[config.mk]
export PLATFORM = sky130hd
export DESIGN_NAME = danger_scheduler
export DESIGN_NICKNAME = d
export VERILOG_FILES = /design/src/rtl/danger_scheduler_pkg.sv /design/src/rtl/danger_lfsr.sv /design/src/rtl/danger_scheduler.sv
export SDC_FILE = /design/constraint.sdc
export NUM_CORES = 1
export LEC_CHECK = 0
export CAP_MARGIN = 5
export CORE_UTILIZATION = 45
export CTS_CLUSTER_DIAMETER = 60
export DETAILED_ROUTE_END_ITERATION = 8
export GPL_TIMING_DRIVEN = 0
export PLACE_DENSITY_LB_ADDON = 0.1
export SYNTH_ARGS = -nofsm -noshare
export SYNTH_HDL_FRONTEND = slang
export SYNTH_SLANG_ARGS = --single-unit
[constraint.sdc]
create_clock -name clk -period 7.5 [get_ports clk]
set_input_delay 1.5 -clock clk [delete_from_list [all_inputs] [get_ports clk]]
set_output_delay 1.5 -clock clk [all_outputs]
set_load 0.01 [all_outputs]
[src/rtl/danger_scheduler_pkg.sv]
// Shared codes, FSM state encoding and default geometry for the obstacle scheduler.
package danger_scheduler_pkg;

    typedef enum logic [1:0] {
        GS_INIT  = 2'd0,
        GS_START = 2'd1,
        GS_END   = 2'd2,
        GS_RESET = 2'd3
    } game_state_t;

    typedef enum logic [2:0] {
        LOW_BIRD     = 3'd0,
        HIGH_BIRD    = 3'd1,
        SMALL_CACTUS = 3'd2,
        MANY_CACTUS  = 3'd3,
        BIG_CACTUS   = 3'd4,
        NOTHING      = 3'd5
    } danger_type_t;

    typedef enum logic [1:0] {
        ST_IDLE   = 2'd0,
        ST_RUN    = 2'd1,
        ST_FROZEN = 2'd2
    } fsm_state_t;

    localparam int SPAWN_POS_DEFAULT = 700;
    localparam int MIN_GAP_DEFAULT   = 160;
    localparam int NUM_SLOTS         = 3;

    // Folds the three spare random codes onto cactus types so NOTHING is never spawned.
    function automatic danger_type_t map_type(input logic [2:0] v);
        case (v)
            3'd5:    map_type = SMALL_CACTUS;
            3'd6:    map_type = BIG_CACTUS;
            3'd7:    map_type = MANY_CACTUS;
            default: map_type = danger_type_t'(v);
        endcase
    endfunction

endpackage

[src/rtl/danger_lfsr.sv]
// 16-bit Fibonacci LFSR, taps 16,14,13,11; supplies obstacle type and gap randomness.
module danger_lfsr #(
    parameter logic [15:0] SEED = 16'hACE1
) (
    input  logic        clk,
    input  logic        rst,
    input  logic        en,
    output logic [15:0] state
);

    always_ff @(posedge clk) begin
        if (!rst) begin
            state <= SEED;
        end else if (en) begin
            state <= {state[14:0], state[15] ^ state[13] ^ state[12] ^ state[10]};
        end
    end

endmodule

[src/rtl/danger_scheduler.sv]
// Three-slot obstacle scheduler: scrolls active obstacles each frame and spawns new
// ones into the lowest free slot once enough distance has scrolled by.
module danger_scheduler
    import danger_scheduler_pkg::*;
#(
    parameter int          SPAWN_POS = SPAWN_POS_DEFAULT,
    parameter int          MIN_GAP   = MIN_GAP_DEFAULT,
    parameter logic [15:0] LFSR_SEED = 16'hACE1
) (
    input  logic       clk,
    input  logic       rst,
    input  logic       frame_tick,
    input  logic [1:0] game_state,
    input  logic [3:0] speed,
    output logic [9:0] danger_pos1,
    output logic [9:0] danger_pos2,
    output logic [9:0] danger_pos3,
    output logic [2:0] danger_type1,
    output logic [2:0] danger_type2,
    output logic [2:0] danger_type3,
    output logic       danger_en1,
    output logic       danger_en2,
    output logic       danger_en3
);

    game_state_t gs;
    fsm_state_t  state_q, next_state;
    logic        do_step, do_clear;

    logic [15:0] lfsr;
    logic        lfsr_unused;
    logic [9:0]  dist_q, gap_q, dist_nx;
    logic [10:0] dist_sum;

    logic [NUM_SLOTS-1:0]       slot_en, mv_en, spawn_sel;
    logic [NUM_SLOTS-1:0][9:0]  slot_pos;
    logic [NUM_SLOTS-1:0][2:0]  slot_type;
    logic                       found, spawn;
    danger_type_t               spawn_type;

    assign gs = game_state_t'(game_state);

    danger_lfsr #(.SEED(LFSR_SEED)) u_lfsr (
        .clk   (clk),
        .rst   (rst),
        .en    (1'b1),
        .state (lfsr)
    );

    // Only the type and gap fields of the LFSR are consumed.
    assign lfsr_unused = ^{lfsr[15:11], lfsr[3]};

    // NOTE: sequential state uses non-blocking assignments so every register samples pre-edge values.
    always_ff @(posedge clk) begin
        if (!rst) state_q <= ST_IDLE;
        else      state_q <= next_state;
    end

    always_comb begin
        // NOTE: default first so no path through the case leaves next_state unassigned (no latch).
        next_state = state_q;
        case (gs)
            GS_INIT:  next_state = ST_IDLE;
            GS_START: next_state = ST_RUN;
            GS_END:   next_state = ST_FROZEN;
            GS_RESET: next_state = ST_IDLE;
            default:  next_state = state_q;
        endcase
    end

    // Actions follow the state being entered, so a tick arriving with END is dropped.
    always_comb begin
        do_step  = (next_state == ST_RUN) && frame_tick;
        do_clear = (gs == GS_RESET);
    end

    assign dist_sum   = {1'b0, dist_q} + 11'(speed);
    assign dist_nx    = dist_sum[10] ? 10'h3FF : dist_sum[9:0];
    assign spawn_type = map_type(lfsr[2:0]);

    // Lowest-index slot that is free after this tick's movement.
    always_comb begin
        spawn_sel = '0;
        found     = 1'b0;
        for (int i = 0; i < NUM_SLOTS; i++) begin
            if (!mv_en[i] && !found) begin
                spawn_sel[i] = 1'b1;
                found        = 1'b1;
            end
        end
        if (dist_nx < gap_q) spawn_sel = '0;
        spawn = |spawn_sel;
    end

    always_ff @(posedge clk) begin
        if (!rst || do_clear) begin
            dist_q <= '0;
            gap_q  <= 10'(MIN_GAP);
        end else if (do_step) begin
            if (spawn) begin
                dist_q <= '0;
                gap_q  <= 10'(MIN_GAP) + {3'b000, lfsr[10:4]};
            end else begin
                dist_q <= dist_nx;
            end
        end
    end

    for (genvar i = 0; i < NUM_SLOTS; i++) begin : g_slot
        logic         en_r, en_nx;
        logic [9:0]   pos_r, pos_nx;
        danger_type_t type_r, type_nx;

        always_comb begin
            en_nx   = en_r;
            pos_nx  = pos_r;
            type_nx = type_r;
            if (en_r) begin
                if (pos_r > 10'(speed)) begin
                    pos_nx = pos_r - 10'(speed);
                end else begin
                    en_nx   = 1'b0;
                    pos_nx  = '0;
                    type_nx = NOTHING;
                end
            end
        end

        always_ff @(posedge clk) begin
            if (!rst || do_clear) begin
                en_r   <= 1'b0;
                pos_r  <= '0;
                type_r <= NOTHING;
            end else if (do_step) begin
                if (spawn_sel[i]) begin
                    en_r   <= 1'b1;
                    pos_r  <= 10'(SPAWN_POS);
                    type_r <= spawn_type;
                end else begin
                    en_r   <= en_nx;
                    pos_r  <= pos_nx;
                    type_r <= type_nx;
                end
            end
        end

        assign mv_en[i]     = en_nx;
        assign slot_en[i]   = en_r;
        assign slot_pos[i]  = pos_r;
        assign slot_type[i] = type_r;
    end

    assign danger_en1   = slot_en[0];
    assign danger_en2   = slot_en[1];
    assign danger_en3   = slot_en[2];
    assign danger_pos1  = slot_pos[0];
    assign danger_pos2  = slot_pos[1];
    assign danger_pos3  = slot_pos[2];
    assign danger_type1 = slot_type[0];
    assign danger_type2 = slot_type[1];
    assign danger_type3 = slot_type[2];

endmodule

==> impl_results.md <==
* CTS Hold Bufs at 0
* WS Path Type: in -> reg
* Die Area at 0.00962 mm2
* Post-CTS Setup Bufs at 0
* Final min period at 6.25 ns
* 1st-pass router iterations at 7
* Diodes inserted at 0
* CTS tree: done
* Final Cycle Share at 0.834
* CTS sink cnt at 77
* Startpoint types: primary input
* Synth Warn # at 0
* Hpwl dp at 7850 um
* Maxcap violations at 0
* P per Cell Area at 163 mW/mm2
* RD Place Congestion at 0.858
* Largest net degree at the start of global routing at 15
* Most common cell after layout, fill and taps aside: dfxtp_1
* Max_slew headroom at 0.287
* Root Buffer Master: clkbuf_8
* PortBufs at 50
* Worst hold path type: reg -> reg
* Fillers at 836
* Global route total overflow at 0
* Rows at 34
* Final Skew at 0.0142 ns
* Peak VDD IR at 0.130 mV
* TritonCTS buffer count at 9
* WP data required at 7.80 ns
* Initial detailed-routing violation count at 182
* Routed Antenna Nets at 0
* CP Max Fanout at 9
* Slew Viols, Final at 0
* Final Hold Vio Count at 0
* Core area at 0.00885 mm2
* FF+latch count, synth at 77
* Clock Latency Late Sink at 0.36 ns
* Drc violations at 5
* Peak Freq at 160 MHz
* Failing checks: DRC
* Ys async rst share at 0
* I/O Pins at 51
* Pleak at 1.94 nW
* Worst reg-to-reg path cell count at 16
* Worst-path clk slew at 0.09 ns
* Final Setup Violations at 0
* Total negative setup slack at 0 ns
* Post-synthesis sequential area ratio at 0.371
* Main flop type after synthesis: dfxtp_1
* Synth unique cells at 70
* Crit path arrival time at 6.56 ns
* Syn Area/Cell at 8.68 um2
* Status: complete, but fails checks
* Worst-Margin Slew at 1.07 ns
* Synth Cell Area at 0.00416 mm2
* GRT Util Overall at 0.233
* WL final at 10500 um
* Vias per inst at 5.78
* Crit end category: register
* Area grow syn2layout at 20.3%
* Vias at 3776
* RSZ-0062 raised after global routing: false
* Worst Hold Depth at 1
* Post-CTS sizing at 0
* Mapped Nets at 517
* Layout cell share with drive strength beyond 1 at 0.0752
* Post-synth EDFFs at 0
* Routed len/inst at 16.0 um
* Die outline height at 98.1 um
* Hold Slack at 0.422 ns
* Initial Utilization at 0.470
* Number of global-route vias before repair at 3617
* First-pass GRT wire length at 17800 um
* Fin nets at 578
* Synth Instances at 479
* Most frequent cells in the layout: dfxtp_1, clkdlybuf4s50_1, nand2_1
* Die X-Extent at 98.1 um
* Initial antenna violation count at 0
* H-Tree Depth at 3
* Max clock buf depth at 2
-- stage by stage --
| stage | worst slack, ns | cells | utilization | power, mW | cell area, um2 |
|---|---|---|---|---|---|
| after floorplan | 2.46 | 479 | - | 0.472 | 4160 |
| after global placement | 0.942 | 637 | 0.542 | 0.493 | 4790 |
| after detailed placement | 0.947 | 637 | 0.542 | 0.494 | 4790 |
| after CTS | 1.27 | 653 | 0.565 | 0.822 | 5000 |
| after global routing | 0.972 | 653 | 0.565 | 0.852 | 5000 |
| final | 1.25 | 653 | 0.565 | 0.814 | 5000 |
-- state kept, by name, summed over array words and instances, names as in the netlist --
| name | flops |
|---|---|
| danger_pos2 | 10 |
| u_lfsr.state | 16 |
| danger_type2 | 3 |
| danger_pos3 | 10 |
| danger_pos1 | 10 |
| danger_en3 | 1 |
| danger_en2 | 1 |
| gap_q | 9 |
| danger_en1 | 1 |
| danger_type1 | 3 |
| danger_type3 | 3 |
| dist_q | 10 |
-- kinds of logic (layout without fill, tap and decap cells) --
group                      after synthesis  count (layout)  share of synthesized area
DFF                                     77              77                      0.371
AOI/OAI and AO/OA                      134             134                      0.225
buffers and inverters                   42             108                     0.0388
and+or+nand+nor                        176             176                      0.222
xor gates and xnor gates                11              11                     0.0232
muxes                                   10              10                     0.0259
adders and majority gates               29              29                     0.0945
-- final cells by class --
class	instances	area, um2	share of cell area
multi-input combinational	360	2450	0.491
timing repair buffer	50	500	0.100
inverter	28	105	0.0210
sequential	77	1540	0.308
buffer	14	56.3	0.0113
clock inverter	6	71.3	0.0143
tap	108	135	0.0270
clock buffer	10	138	0.0275
-- worst paths after layout --
check                                 startpoint          endpoint  slack, ns
worst max register to register         dist_q[0]         dist_q[4]       2.79
worst min register to register  u_lfsr.state[14]  u_lfsr.state[15]       0.42
worst max-delay path                    speed[0]         dist_q[4]       1.25
worst min-delay path            u_lfsr.state[14]  u_lfsr.state[15]       0.42
-- per-layer routing --
layer | GRT usage | wire length, um | vias up
li1 | - | - | 1891
met1 | 0.332 | 5350 | 1780
met2 | 0.350 | 4470 | 93
met3 | 0.0365 | 458 | 12
met4 | 0.0991 | 185 | 0
met5 | 0 | 0 | -
-- critical path: stages --
cell and delay [ns]:
clkdlybuf4s50_1 0.67, ha_1 0.25, inv_1 0.06, fa_1 0.39, nand2b_1 0.19, nand2b_1 0.08
a21oi_1 0.10, or3_1 0.32, clkbuf_1 0.17, o21ai_0 0.20, ha_1 0.33, a211oi_1 0.24
nor2_1 0.09, o31ai_1 0.85, a21boi_1 0.25, nor3_2 0.60, a22o_1 0.24
-- report_power, final --
part           leakage (nW)  switching [mW]  internal (mW)
logic                  1.22          0.0401         0.0255
clock network        0.0991           0.164          0.165
registers             0.625         0.00395          0.415
-- Yosys cell counts (all sizes together), types with 4 or more instances --
cell    instances  area share
a211oi          6       0.011
a21o            5      0.0090
a21oi          29       0.036
a22o            9       0.019
a31oi          12       0.022
and2           11       0.017
and3            5      0.0075
clkbuf         12       0.011
dfxtp          77        0.37
fa              4       0.019
ha             25       0.075
inv            28       0.025
mux2            6       0.016
mux2i           4      0.0096
nand2          40       0.036
nand2b         15       0.023
nand3          21       0.025
nand4           9       0.014
nor2           35       0.033
nor3           12       0.016
nor4            4      0.0060
o21ai          31       0.037
o31ai           5       0.010
or4             5      0.0099
xor2            9       0.019
(Power assumes the default switching activity.)
